**config.mk**
```make
export PLATFORM = sky130hd
export DESIGN_NAME = mem_port_arbiter_flat
export DESIGN_NICKNAME = d
export VERILOG_FILES = /design/src/rtl/mem_port_arbiter_if.sv /design/src/rtl/mem_port_arbiter.sv /design/src/flat_wrapper.sv
export SDC_FILE = /design/constraint.sdc
export NUM_CORES = 1
export LEC_CHECK = 0
export CAP_MARGIN = 20
export CELL_PAD_IN_SITES_DETAIL_PLACEMENT = 1
export CELL_PAD_IN_SITES_GLOBAL_PLACEMENT = 2
export CORE_UTILIZATION = 22
export DETAILED_ROUTE_END_ITERATION = 16
export GPL_TIMING_DRIVEN = 0
export PLACE_DENSITY = 0.83
export SETUP_SLACK_MARGIN = 0.4
export SYNTH_ARGS = -nofsm -noshare
export SYNTH_HDL_FRONTEND = slang
export SYNTH_SLANG_ARGS = --single-unit
```
**constraint.sdc**
```tcl
create_clock -name clk -period 5.6 [get_ports clk]
set_input_delay 1.12 -clock clk [delete_from_list [all_inputs] [get_ports clk]]
set_output_delay 1.12 -clock clk [all_outputs]
set_load 0.02 [all_outputs]
```
**src/rtl/mem_port_arbiter_if.sv**
```systemverilog
// Main-memory beat port shared by the I- and D-cache miss paths.
// The arbiter drives the request side; memory drives rdata/ready.
// The caches read mem_rdata straight off this bundle (no register in between).
interface mem_port_arbiter_if #(
    parameter int unsigned ADDR_W = 32,
    parameter int unsigned DATA_W = 32
);
    logic              mem_req;
    logic              mem_we;
    logic [ADDR_W-1:0] mem_addr;
    logic [DATA_W-1:0] mem_wdata;
    logic [DATA_W-1:0] mem_rdata;
    logic              mem_ready;

    modport master (
        output mem_req,
        output mem_we,
        output mem_addr,
        output mem_wdata,
        input  mem_rdata,
        input  mem_ready
    );

    modport slave (
        input  mem_req,
        input  mem_we,
        input  mem_addr,
        input  mem_wdata,
        output mem_rdata,
        output mem_ready
    );
endinterface

```
**src/rtl/mem_port_arbiter.sv**
```systemverilog
// Round-robin arbiter sharing one memory port between I-cache line fills and
// D-cache line fills / single-word writes. Fills are line-aligned bursts.
module mem_port_arbiter #(
    parameter int unsigned ADDR_W    = 32,
    parameter int unsigned DATA_W    = 32,
    parameter int unsigned BURST_LEN = 4,
    localparam int unsigned BEAT_W   = $clog2(BURST_LEN)
) (
    input  logic              clk,
    input  logic              reset,
    input  logic              i_req,
    input  logic [ADDR_W-1:0] i_addr,
    output logic              i_rvalid,
    output logic              i_done,
    input  logic              d_req,
    input  logic              d_we,
    input  logic [ADDR_W-1:0] d_addr,
    input  logic [DATA_W-1:0] d_wdata,
    output logic              d_rvalid,
    output logic              d_done,
    output logic [BEAT_W-1:0] fill_idx,
    output logic              stall_f,
    output logic              stall_m,
    mem_port_arbiter_if.master mem
);

    localparam logic [ADDR_W-1:0] LineMask = ~ADDR_W'(BURST_LEN * 4 - 1);
    localparam logic [ADDR_W-1:0] WordMask = ~ADDR_W'(3);
    localparam logic [BEAT_W-1:0] LastBeat = BEAT_W'(BURST_LEN - 1);

    typedef enum logic [1:0] {StIdle, StRead, StWrite, StDone} state_e;
    typedef enum logic {OwnerI, OwnerD} owner_e;

    state_e            state_q;
    owner_e            owner_q;
    owner_e            last_q;
    logic              mem_req_q;
    logic              mem_we_q;
    logic [ADDR_W-1:0] mem_addr_q;
    logic [DATA_W-1:0] mem_wdata_q;
    logic [BEAT_W-1:0] beat_q;

    logic   grant_any;
    owner_e winner;

    // Pick the winner: on a tie, whoever did not own the port last time.
    always_comb begin
        grant_any = i_req | d_req;
        if (d_req && (!i_req || last_q == OwnerI)) begin
            winner = OwnerD;
        end else begin
            winner = OwnerI;
        end
    end

    // Transaction FSM with registered memory-side outputs.
    always_ff @(posedge clk) begin
        if (reset) begin
            state_q     <= StIdle;
            owner_q     <= OwnerI;
            last_q      <= OwnerI;
            mem_req_q   <= 1'b0;
            mem_we_q    <= 1'b0;
            mem_addr_q  <= '0;
            mem_wdata_q <= '0;
            beat_q      <= '0;
        end else begin
            unique case (state_q)
                StIdle: begin
                    if (grant_any) begin
                        owner_q   <= winner;
                        last_q    <= winner;
                        mem_req_q <= 1'b1;
                        if (winner == OwnerD && d_we) begin
                            state_q     <= StWrite;
                            mem_we_q    <= 1'b1;
                            mem_addr_q  <= d_addr & WordMask;
                            mem_wdata_q <= d_wdata;
                        end else begin
                            state_q    <= StRead;
                            mem_we_q   <= 1'b0;
                            mem_addr_q <= ((winner == OwnerD) ? d_addr : i_addr) & LineMask;
                            beat_q     <= '0;
                        end
                    end
                end
                StRead: begin
                    if (mem.mem_ready) begin
                        // Power-of-2 burst: the counter wraps back to 0 on the last beat.
                        beat_q     <= beat_q + 1'b1;
                        mem_addr_q <= mem_addr_q + ADDR_W'(4);
                        if (beat_q == LastBeat) begin
                            mem_req_q <= 1'b0;
                            state_q   <= StDone;
                        end
                    end
                end
                StWrite: begin
                    if (mem.mem_ready) begin
                        mem_req_q <= 1'b0;
                        mem_we_q  <= 1'b0;
                        state_q   <= StDone;
                    end
                end
                StDone: begin
                    state_q <= StIdle;
                end
                default: begin
                    state_q <= StIdle;
                end
            endcase
        end
    end

    assign mem.mem_req   = mem_req_q;
    assign mem.mem_we    = mem_we_q;
    assign mem.mem_addr  = mem_addr_q;
    assign mem.mem_wdata = mem_wdata_q;

    assign i_rvalid = (state_q == StRead) && mem.mem_ready && (owner_q == OwnerI);
    assign d_rvalid = (state_q == StRead) && mem.mem_ready && (owner_q == OwnerD);
    assign i_done   = (state_q == StDone) && (owner_q == OwnerI);
    assign d_done   = (state_q == StDone) && (owner_q == OwnerD);
    assign fill_idx = beat_q;

    assign stall_f = i_req & ~i_done;
    assign stall_m = d_req & ~d_done;

endmodule

```
**src/flat_wrapper.sv**
```systemverilog
// flat-port wrapper written by rule: the top's interface ports become plain ports
module mem_port_arbiter_flat 
#(
    parameter int unsigned ADDR_W    = 32,
    parameter int unsigned DATA_W    = 32,
    parameter int unsigned BURST_LEN = 4,
    localparam int unsigned BEAT_W   = $clog2(BURST_LEN)
)
  (clk, reset, i_req, i_addr, i_rvalid, i_done, d_req, d_we, d_addr, d_wdata, d_rvalid, d_done, fill_idx, stall_f, stall_m, mem_mem_req, mem_mem_we, mem_mem_addr, mem_mem_wdata, mem_mem_rdata, mem_mem_ready);
  mem_port_arbiter_if #(.ADDR_W(ADDR_W), .DATA_W(DATA_W)) mem_i ();
  input  logic clk;
  input  logic reset;
  input  logic i_req;
  input  logic [ADDR_W-1:0] i_addr;
  output logic i_rvalid;
  output logic i_done;
  input  logic d_req;
  input  logic d_we;
  input  logic [ADDR_W-1:0] d_addr;
  input  logic [DATA_W-1:0] d_wdata;
  output logic d_rvalid;
  output logic d_done;
  output logic [BEAT_W-1:0] fill_idx;
  output logic stall_f;
  output logic stall_m;
  output wire logic [$bits(mem_i.mem_req)-1:0] mem_mem_req;
  output wire logic [$bits(mem_i.mem_we)-1:0] mem_mem_we;
  output wire logic [$bits(mem_i.mem_addr)-1:0] mem_mem_addr;
  output wire logic [$bits(mem_i.mem_wdata)-1:0] mem_mem_wdata;
  input wire logic [$bits(mem_i.mem_rdata)-1:0] mem_mem_rdata;
  input wire logic [$bits(mem_i.mem_ready)-1:0] mem_mem_ready;
  assign mem_mem_req = mem_i.mem_req;
  assign mem_mem_we = mem_i.mem_we;
  assign mem_mem_addr = mem_i.mem_addr;
  assign mem_mem_wdata = mem_i.mem_wdata;
  assign mem_i.mem_rdata = mem_mem_rdata;
  assign mem_i.mem_ready = mem_mem_ready;
  mem_port_arbiter #(.ADDR_W(ADDR_W), .DATA_W(DATA_W), .BURST_LEN(BURST_LEN)) u_core (.clk(clk), .reset(reset), .i_req(i_req), .i_addr(i_addr), .i_rvalid(i_rvalid), .i_done(i_done), .d_req(d_req), .d_we(d_we), .d_addr(d_addr), .d_wdata(d_wdata), .d_rvalid(d_rvalid), .d_done(d_done), .fill_idx(fill_idx), .stall_f(stall_f), .stall_m(stall_m), .mem(mem_i));
endmodule
```
==> flow_summary.json <==
{
  "fin_setup_tns_ps": 0,
  "yosys_warnings": 0,
  "status": "complete, no violations",
  "slew_headroom": 0.500,
  "cts_resized": 0,
  "yosysTopAreaCell": "dfxtp_1",
  "fp.dieH_microns": 135,
  "ant_nets": 0,
  "post-route-util": 0.353,
  "clkSinkCount": 69,
  "critPathMaxFanout": 10,
  "cp.required_ps": 4480,
  "num-nets-final": 804,
  "rr_worst_depth": 8,
  "grtUsageTotal": 0.186,
  "slew_viol_final": 0,
  "rsz0062_at_grt": "no",
  "peakVddDrop_mv": 0.199,
  "netlist_top_cells_area": "dfxtp_1 (36%), nand2_1 (8.9%), a21oi_1 (6.9%)",
  "antenna_found_initial": 0,
  "worstSkewPairLatency_ps": 350,
  "hpwl_microns": 12500,
  "max_freq_ghz": 0.238,
  "start_util": 0.224,
  "clk_pin_slew_ps": 60,
  "yosysMostFrequentCell": "nand2_1",
  "gp_congestion": 0.791,
  "die_area_sq_mm": 0.0181,
  "num_rows": 48,
  "core_area_sq_mm": 0.0172,
  "cts_setup_buffers": 0,
  "syn2layout_area_growth_pct": 57.6,
  "synth-seq-cells": 69,
  "whs_path_depth": 2,
  "crit_arrival_ps": 3080,
  "hold_buffers": 0,
  "antenna_cells": 0,
  "yosysSeqAreaShare": 0.357,
  "min_path_type": "flop to flop",
  "synth_top_cells_by_count": "nand2_1 (92), dfxtp_1 (69), a21oi_1 (53)",
  "syn_avg_cell_area_sq_um": 7.97,
  "worstMarginPinSlew_ps": 747,
  "tritoncts": "yes",
  "ys_async_sr_fraction": 0,
  "p_leak_nw": 2.17,
  "clockRootBuffer": "clkbuf_16",
  "period_needed_ps": 4200,
  "drt_iter0_markers": 205,
  "clock_path_buffers": 2,
  "ios": 208,
  "fin_crit_sh": 0.750,
  "vias_per_cell": 4.91,
  "start_kind": "flop",
  "dr.pass1.iters": 6,
  "syn_inst": 485,
  "synth_edf_count": 0,
  "grt-ovfl-total": 0,
  "worstSetupPathType": "flop to output pin",
  "cap_violations": 0,
  "grt_max_degree": 13,
  "numPortBuffers": 166,
  "setup_viol": 0,
  "grt_pass1_wl_microns": 25800,
  "wl_microns": 16600,
  "vias": 4386,
  "htreeDepth": 3,
  "synth-main-ff-cell": "dfxtp_1",
  "syn_area_sq_mm": 0.00386,
  "cts_buffers": 9,
  "route.detailed.drc": 0,
  "drive_gt1_frac": 0.0838,
  "first_global_vias": 4828,
  "die_w_microns": 135,
  "hold_viol": 0,
  "synth_cell_type_count": 57,
  "endpoint_kind": "output pin",
  "synth_top_area_share": 0.357,
  "power_density_mw_per_mm2": 442,
  "skew_ps": 6.82,
  "routedWlPerCell_microns": 18.6
}
[flip-flops by register name (all words and copies together), names as in the netlist]
| signal | cells |
|---|---|
| u_core.fill_idx | 2 |
| u_core.mem.mem_addr | 30 |
| u_core.mem.mem_req | 1 |
| u_core.mem.mem_wdata | 32 |
| u_core.mem.mem_we | 1 |
| u_core.owner_q | 1 |
| u_core.state_q | 2 |
[path summary, 6_finish.rpt]
kind / start / to / slack [ps]
hold reg to reg: u_core.mem.mem_wdata[2]$_SDFFE_PP0P_ / u_core.mem.mem_wdata[2]$_SDFFE_PP0P_ / 450
setup / recovery: u_core.state_q[1]$_SDFFE_PP0P_ / d_rvalid / 1400
setup reg to reg: u_core.state_q[0]$_SDFFE_PP0P_ / u_core.mem.mem_addr[2]$_SDFFE_PP0P_ / 2930
hold / removal: u_core.mem.mem_wdata[2]$_SDFFE_PP0P_ / u_core.mem.mem_wdata[2]$_SDFFE_PP0P_ / 450
[area by class of cell]
type	count	area (sq um)
well taps	225	282
plain buffers	35	176
repair buffers	166	1660
clock inverters	6	38.8
flip-flops and latches	69	1380
inverters	7	26.3
clock buffers	10	239
fillers	2052	11100
multi-input cells	375	2280
[metal layers]
metal | wire length, microns | global-route usage
met2 | 8030 | 0.323
met5 | 0 | 0
met1 | 6860 | 0.210
met3 | 1490 | 0.0781
met4 | 197 | 0.0474
[power by group]
part / leakage, nW / switching, mW / internal [mW]
registers: 0.566 / 0.194 / 0.629
logic: 1.47 / 0.777 / 0.547
clock network: 0.134 / 0.237 / 0.310
total: 2.17 / 1.21 / 1.49
[layout by cell type, fill, tap and decap left out, drive strengths merged, types with 3 or more instances in the layout]
master | Yosys | layout
clkdlybuf4s50 | 0 | 166
o22ai | 8 | 8
dfxtp | 69 | 69
o211ai | 10 | 10
nor2 | 25 | 25
and4 | 3 | 3
nor4 | 4 | 4
a21oi | 53 | 53
nand3 | 15 | 15
ha | 7 | 7
nand4 | 13 | 13
clkinv | 0 | 4
nand2 | 93 | 93
nand2b | 6 | 6
inv | 7 | 7
or4 | 5 | 5
nor2b | 6 | 6
mux2i | 18 | 18
mux2 | 14 | 14
and2 | 4 | 4
and3 | 4 | 4
or3 | 7 | 7
buf | 17 | 17
a31oi | 6 | 6
nor3 | 14 | 14
a22oi | 9 | 9
clkbuf | 18 | 28
a2111oi | 4 | 4
o21ai | 21 | 21
a211oi | 6 | 6
[worst max-delay path, stage by stage (launching register included)]
cell and delay [ps]:
dfxtp_1 340, inv_1 120, ha_1 200, buf_2 250, buf_1 450, buf_1 500, and3_1 270, clkdlybuf4s50_1 610
[kinds of logic after synthesis]
family	Yosys count	share of synthesized area
DFF	69	0.357
AOI/OAI and AO/OA	131	0.211
other	1	0.000970
buffers and inverters	42	0.0524
adders and majority gates	7	0.0227
and+or+nand+nor	203	0.268
muxes	32	0.0874
[per-stage QoR]
stage	hold slack (ps)	instances	power, mW	area (sq um)	setup slack, ps
floorplan	482	486	1.53	3870	2870
global placement	442	877	2.11	5810	1780
global route	476	893	2.87	6090	1240
CTS	454	893	2.72	6090	1380
finish	451	893	2.69	6090	1400
detailed placement	449	877	2.16	5810	1760
Power figures use the tool's default switching activity.
